[src/rtl/cpu_pkg.sv]
// Shared encodings for the multi-cycle control unit and its datapath:
// opcodes, ALU operations, FSM states and datapath mux selects.
package cpu_pkg;

    localparam logic [6:0] OP_RTYPE  = 7'b0110011;
    localparam logic [6:0] OP_ITYPE  = 7'b0010011;
    localparam logic [6:0] OP_LOAD   = 7'b0000011;
    localparam logic [6:0] OP_STORE  = 7'b0100011;
    localparam logic [6:0] OP_BRANCH = 7'b1100011;
    localparam logic [6:0] OP_JAL    = 7'b1101111;

    localparam logic [2:0] F3_BEQ = 3'b000;
    localparam logic [2:0] F3_BNE = 3'b001;

    typedef enum logic [3:0] {
        ALU_ADD = 4'd0,
        ALU_SUB = 4'd1,
        ALU_AND = 4'd2,
        ALU_OR  = 4'd3,
        ALU_SLT = 4'd4,
        ALU_XOR = 4'd5,
        ALU_SLL = 4'd6,
        ALU_SRL = 4'd7,
        ALU_SRA = 4'd8
    } alu_op_e;

    typedef enum logic [3:0] {
        S_BOOT,
        S_FETCH,
        S_DECODE,
        S_EXEC_R,
        S_EXEC_I,
        S_MEM_ADDR,
        S_MEM_RD,
        S_MEM_WR,
        S_WB_ALU,
        S_WB_MEM,
        S_BRANCH,
        S_JAL,
        S_TRAP
    } state_e;

    typedef enum logic [1:0] {
        PC_SRC_ALU    = 2'd0,
        PC_SRC_ALUOUT = 2'd1,
        PC_SRC_RSVD   = 2'd2
    } pc_src_e;

    typedef enum logic [1:0] {
        SRCB_RS2  = 2'd0,
        SRCB_FOUR = 2'd1,
        SRCB_IMM  = 2'd2
    } alu_src_b_e;

    typedef enum logic [1:0] {
        WB_ALUOUT = 2'd0,
        WB_MDR    = 2'd1,
        WB_PC     = 2'd2
    } wb_sel_e;

endpackage

[src/rtl/alu_decoder.sv]
// Combinational ALU operation decode from funct fields for R- and I-type ops.
module alu_decoder
    import cpu_pkg::*;
(
    input  logic       is_rtype_i,
    input  logic [2:0] funct3_i,
    input  logic       funct7_5_i,
    output alu_op_e    alu_op_o
);

    // For I-type, funct7_5 is an immediate bit except on shifts, so it only
    // qualifies the op for R-type arithmetic and for the shift encodings.
    always_comb begin
        alu_op_o = ALU_ADD;
        unique case (funct3_i)
            3'b000: alu_op_o = (is_rtype_i && funct7_5_i) ? ALU_SUB : ALU_ADD;
            3'b001: alu_op_o = funct7_5_i ? ALU_ADD : ALU_SLL;
            3'b010: alu_op_o = (is_rtype_i && funct7_5_i) ? ALU_ADD : ALU_SLT;
            3'b011: alu_op_o = ALU_ADD;
            3'b100: alu_op_o = (is_rtype_i && funct7_5_i) ? ALU_ADD : ALU_XOR;
            3'b101: alu_op_o = funct7_5_i ? ALU_SRA : ALU_SRL;
            3'b110: alu_op_o = (is_rtype_i && funct7_5_i) ? ALU_ADD : ALU_OR;
            3'b111: alu_op_o = (is_rtype_i && funct7_5_i) ? ALU_ADD : ALU_AND;
            default: alu_op_o = ALU_ADD;
        endcase
    end

endmodule

[src/rtl/multicycle_control_unit.sv]
// Multi-cycle FSM controller: sequences fetch/decode/execute/memory/write-back
// against a ready-handshaked shared memory, with illegal-instruction trapping.
module multicycle_control_unit
    import cpu_pkg::*;
#(
    parameter int unsigned ALU_OP_W = 4,
    parameter bit          EN_JAL   = 1'b1
) (
    input  logic                clk,
    input  logic                rst_n,
    input  logic [6:0]          opcode,
    input  logic [2:0]          funct3,
    input  logic                funct7_5,
    input  logic                zero,
    input  logic                mem_ready,
    output logic                mem_req,
    output logic                mem_we,
    output logic                iord,
    output logic                ir_write,
    output logic                pc_write,
    output logic [1:0]          pc_src,
    output logic                alu_src_a,
    output logic [1:0]          alu_src_b,
    output logic [ALU_OP_W-1:0] alu_op,
    output logic                reg_write,
    output logic [1:0]          wb_sel,
    output logic                retire,
    output logic                trap
);

    state_e  state_q, state_d;
    alu_op_e dec_op;
    alu_op_e alu_op_sel;

    alu_decoder u_alu_decoder (
        .is_rtype_i (state_q == S_EXEC_R),
        .funct3_i   (funct3),
        .funct7_5_i (funct7_5),
        .alu_op_o   (dec_op)
    );

    always_ff @(posedge clk or negedge rst_n) begin
        if (!rst_n) state_q <= S_BOOT;
        else        state_q <= state_d;
    end

    assign alu_op = ALU_OP_W'(alu_op_sel);

    always_comb begin
        state_d    = state_q;
        mem_req    = 1'b0;
        mem_we     = 1'b0;
        iord       = 1'b0;
        ir_write   = 1'b0;
        pc_write   = 1'b0;
        pc_src     = PC_SRC_ALU;
        alu_src_a  = 1'b0;
        alu_src_b  = SRCB_RS2;
        alu_op_sel = ALU_ADD;
        reg_write  = 1'b0;
        wb_sel     = WB_ALUOUT;
        retire     = 1'b0;
        trap       = 1'b0;

        unique case (state_q)
            S_BOOT: state_d = S_FETCH;

            S_FETCH: begin
                mem_req   = 1'b1;
                alu_src_b = SRCB_FOUR;
                if (mem_ready) begin
                    ir_write = 1'b1;
                    pc_write = 1'b1;
                    state_d  = S_DECODE;
                end
            end

            S_DECODE: begin
                alu_src_b = SRCB_IMM;
                unique case (opcode)
                    OP_RTYPE:           state_d = S_EXEC_R;
                    OP_ITYPE:           state_d = S_EXEC_I;
                    OP_LOAD, OP_STORE:  state_d = S_MEM_ADDR;
                    OP_BRANCH: state_d = (funct3 == F3_BEQ || funct3 == F3_BNE)
                                         ? S_BRANCH : S_TRAP;
                    OP_JAL:    state_d = EN_JAL ? S_JAL : S_TRAP;
                    default:   state_d = S_TRAP;
                endcase
            end

            S_EXEC_R: begin
                alu_src_a  = 1'b1;
                alu_src_b  = SRCB_RS2;
                alu_op_sel = dec_op;
                state_d    = S_WB_ALU;
            end

            S_EXEC_I: begin
                alu_src_a  = 1'b1;
                alu_src_b  = SRCB_IMM;
                alu_op_sel = dec_op;
                state_d    = S_WB_ALU;
            end

            S_MEM_ADDR: begin
                alu_src_a = 1'b1;
                alu_src_b = SRCB_IMM;
                state_d   = (opcode == OP_STORE) ? S_MEM_WR : S_MEM_RD;
            end

            S_MEM_RD: begin
                mem_req = 1'b1;
                iord    = 1'b1;
                if (mem_ready) state_d = S_WB_MEM;
            end

            S_MEM_WR: begin
                mem_req = 1'b1;
                mem_we  = 1'b1;
                iord    = 1'b1;
                if (mem_ready) begin
                    retire  = 1'b1;
                    state_d = S_FETCH;
                end
            end

            S_WB_ALU: begin
                reg_write = 1'b1;
                wb_sel    = WB_ALUOUT;
                retire    = 1'b1;
                state_d   = S_FETCH;
            end

            S_WB_MEM: begin
                reg_write = 1'b1;
                wb_sel    = WB_MDR;
                retire    = 1'b1;
                state_d   = S_FETCH;
            end

            S_BRANCH: begin
                alu_src_a  = 1'b1;
                alu_src_b  = SRCB_RS2;
                alu_op_sel = ALU_SUB;
                pc_src     = PC_SRC_ALUOUT;
                pc_write   = (funct3 == F3_BNE) ? ~zero : zero;
                retire     = 1'b1;
                state_d    = S_FETCH;
            end

            // PC already holds PC+4 after FETCH, so the link value is the PC itself.
            S_JAL: begin
                reg_write = 1'b1;
                wb_sel    = WB_PC;
                pc_write  = 1'b1;
                pc_src    = PC_SRC_ALUOUT;
                retire    = 1'b1;
                state_d   = S_FETCH;
            end

            S_TRAP: trap = 1'b1;

            default: state_d = S_BOOT;
        endcase
    end

endmodule

[config.mk]
export PLATFORM = sky130hd
export DESIGN_NAME = multicycle_control_unit
export DESIGN_NICKNAME = d
export VERILOG_FILES = /design/src/rtl/cpu_pkg.sv /design/src/rtl/alu_decoder.sv /design/src/rtl/multicycle_control_unit.sv
export SDC_FILE = /design/constraint.sdc
export NUM_CORES = 1
export LEC_CHECK = 0
export ABC_CLOCK_PERIOD_IN_PS = 4400
export BUFFER_PORTS_ARGS = -buffer_cell sky130_fd_sc_hd__buf_4
export CAP_MARGIN = 20
export CORE_MARGIN = 10
export CORE_UTILIZATION = 40
export CTS_BUF_LIST = sky130_fd_sc_hd__clkbuf_4
export CTS_CLUSTER_DIAMETER = 40
export DETAILED_ROUTE_END_ITERATION = 12
export GPL_TIMING_DRIVEN = 1
export PLACE_DENSITY = 0.71
export SLEW_MARGIN = 15
export SYNTH_ARGS = -nofsm -noshare
export SYNTH_HDL_FRONTEND = slang
export SYNTH_SLANG_ARGS = --single-unit
[constraint.sdc]
create_clock -name clk -period 4.4 [get_ports clk]
set_input_delay 0.66 -clock clk [delete_from_list [all_inputs] [get_ports clk]]
set_output_delay 0.66 -clock clk [all_outputs]
set_load 0.01 [all_outputs]
==> flow_summary.yaml <==
status:
  status: "finished clean"
clock_network:
  htree_num_levels: 1
  insertion_delay_ps: 230
  cts-root-buf: "clkbuf_4"
  clockBufferDepth: 2
  cts.sink_count: 4
  cts_tree: "done"
  post_cts_resized: 0
  path_clk_slew_ps: 40
  cts_setup_buffers: 0
  postCtsHoldBufs: 0
  cts_buffers: 3
logic_synthesis:
  synth_area_sq_um: 727
  netlist-cell-type-count: 45
  syn_nets: 122
  ys_seq_area_share_pct: 13.8
  synth.ff_latch_count: 4
  yosysWarnings: 0
  synth_cells: 107
  syn_area_per_cell_sq_um: 6.79
pwr:
  p_per_area_nw_per_um2: 474
  seq_power_share_pct: 24.7
  swShare_pct: 47.7
  intPower_mw: 0.238
  p_clk_share_pct: 9.9
  p_leak_nw: 0.421
  netSwitchingPower_mw: 0.216
  vdd_ir_drop_max_mv: 0.246
  power_frac_comb_pct: 65.4
  p_total_mw: 0.454
setup_path:
  reg2regPathDepth: 4
  critPathCaptureType: "output port"
  arrival_ps: 1940
  crit_path_start_kind: "register"
  cp_max_fo: 18
  worstPathRequired_ps: 3740
  reg2reg_slack_ps: 2770
  r2r_end: "state_q[0]$_DFFE_PN0P_"
  startpoint: "state_q[2]$_DFFE_PN0P_"
  critPathKind: "register to output port"
  reg2reg_from: "state_q[1]$_DFFE_PN0P_"
  cp-endpoint: "alu_op[3]"
finish:
  insertedDiodeCount: 0
  regArea_sq_um: 100
  reg.largest.list: "state_q: 4 flops"
  fin_nets: 150
  drive_gt1_share_pct: 33.8
  largest_register_ffs: 4
  synthToLayoutAreaGrowth_pct: 31.8
  multi_input_area_sq_um: 557
  largest_register: "state_q"
  fill_cells: 193
hold_path:
  min_path_type: "primary input to async pin"
grt:
  grt_pass1_wl_mm: 3.55
  overflow: 0
  grt_pass1_vias: 772
  grt_max_degree: 19
  grt_usage_pct: 10.6
  antenna_found_initial: 0
place:
  hpwl_mm: 1.73
  port_buffers: 32
  routabilityCongestion: 0.767
drt:
  first_iter_violations: 23
  avgRoutedWirePerCell_um: 13.4
  drt-total-wl_mm: 2.12
  drtAntennaViolNets: 0
  via_per_inst: 5.47
  firstDrtPassIters: 4
  vias: 865
  drc_errors: 0
floorplanning:
  pin_count: 34
  dieHeight_um: 62.6
  fp.dieW_um: 62.6
  dieArea_sq_um: 3920
  std_cell_rows: 15
  core_sq_um: 1730
  start_util_pct: 42.1
timing:
  grt_setup_unrepaired: "no"
  fin_crit_sh_pct: 59.0
  drv_slew: 0
  fmax_mhz: 385
  setup_viol: 0
  min_period_ps: 2600
  fin_worst_skew_ps: 0.743
  hold_viol: 0
  final.setup.tns_ps: 0
job:
  cap_violations: 0
metal layers:
| layer | vias to the layer above | share of wire [%] | track usage (%) |
|---|---|---|---|
| li1 | 444 | - | - |
| met1 | 385 | 46 | 12.3 |
| met2 | 34 | 47 | 17.4 |
| met3 | 2 | 6.3 | 3.41 |
| met4 | 0 | 0.61 | 4.19 |
| met5 | - | 0 | 0 |
stage by stage:
stage                     utilization (%)  std cells  hold slack (ps)  instance area [sq um]  setup slack [ps]
after floorplan                         -        107              364                    727              2240
after global placement               54.2        155              455                    936              2090
after detailed placement             54.2        155              459                    936              2050
after CTS                            55.5        158              209                    958              1800
after global routing                 55.5        158              207                    958              1630
final                                55.5        158              215                    958              1800
cell usage after synthesis, drive strengths merged:
cell type | number | area [sq um]
and2b | 1 | 8.76
clkbuf | 5 | 28.8
buf | 4 | 33.8
and2 | 4 | 27.5
nor4 | 1 | 6.26
nand2 | 11 | 41.3
dfrtp | 4 | 100
o32ai | 1 | 8.76
xor2 | 1 | 8.76
a21o | 2 | 15.0
nand3 | 3 | 15.0
a31oi | 1 | 6.26
o311ai | 2 | 17.5
o211ai | 3 | 22.5
or3b | 1 | 8.76
a311o | 2 | 21.3
nor3b | 2 | 15.0
nor2b | 3 | 18.8
nor3 | 4 | 20.0
nand4 | 2 | 12.5
or4 | 2 | 18.8
o21ai | 7 | 35.0
nand2b | 8 | 50.1
o221ai | 1 | 8.76
or3 | 2 | 13.8
o22a | 1 | 8.76
o22ai | 1 | 6.26
xnor2 | 1 | 8.76
nand3b | 3 | 22.5
inv | 2 | 7.51
a211oi | 2 | 20.0
nor2 | 12 | 45.0
and3 | 3 | 21.3
a21oi | 4 | 20.0
conb | 1 | 3.75
layout make-up:
type	count	area share (%)
tap	25	3.26
clock buffer	3	2.35
sequential	4	10.4
timing repair buffer	32	25.1
multi-input combinational	92	58.1
inverter	2	0.783
worst max-delay path, stage by stage (launching register included):
cell     delay, ps
dfrtp_1        610
or3b_2         510
a21oi_1        190
nand2_1         80
nor3_1         160
buf_4          150
cell families (layout without fill, tap and decap cells):
group | count (synthesis) | in the layout | share of synthesized area (%)
other cells | 1 | 1 | 0.516
buf+inv | 11 | 37 | 9.64
simple gates | 62 | 62 | 47.5
xor+xnor | 2 | 2 | 2.41
compound gates | 27 | 27 | 26.2
flops | 4 | 4 | 13.8
power by group through the flow:
stage / registers (mW) / logic [mW] / clock network [mW]
2_1_floorplan: 0.0675 / 0.234 / 0
3_3_place_gp: 0.111 / 0.298 / 0
3_5_place_dp: 0.112 / 0.301 / 0
4_1_cts: 0.111 / 0.302 / 0.0467
5_1_grt: 0.122 / 0.330 / 0.0508
6_report: 0.112 / 0.297 / 0.0449
placed cells by master, fill, tap and decap left out, types with 4 or more instances in the layout:
| cell | instances |
|---|---|
| buf_4 | 32 |
| nor2_1 | 12 |
| nand2_1 | 11 |
| nand2b_1 | 8 |
| o21ai_0 | 6 |
| nor3_1 | 4 |
| a21oi_1 | 4 |
| dfrtp_1 | 4 |
worst min path at each step:
stage | from | endpoint | slack (ps) | cells past startpoint
6_report | rst_n | state_q[2]$_DFFE_PN0P_ | 210 | 1
5_1_grt | rst_n | state_q[2]$_DFFE_PN0P_ | 210 | 1
4_1_cts | rst_n | state_q[2]$_DFFE_PN0P_ | 210 | 1
3_5_place_dp | rst_n | state_q[3]$_DFFE_PN0P_ | 460 | 1
3_3_place_gp | rst_n | state_q[3]$_DFFE_PN0P_ | 450 | 1
2_1_floorplan | rst_n | state_q[0]$_DFFE_PN0P_ | 360 | 0
Power figures use the tool's default switching activity.
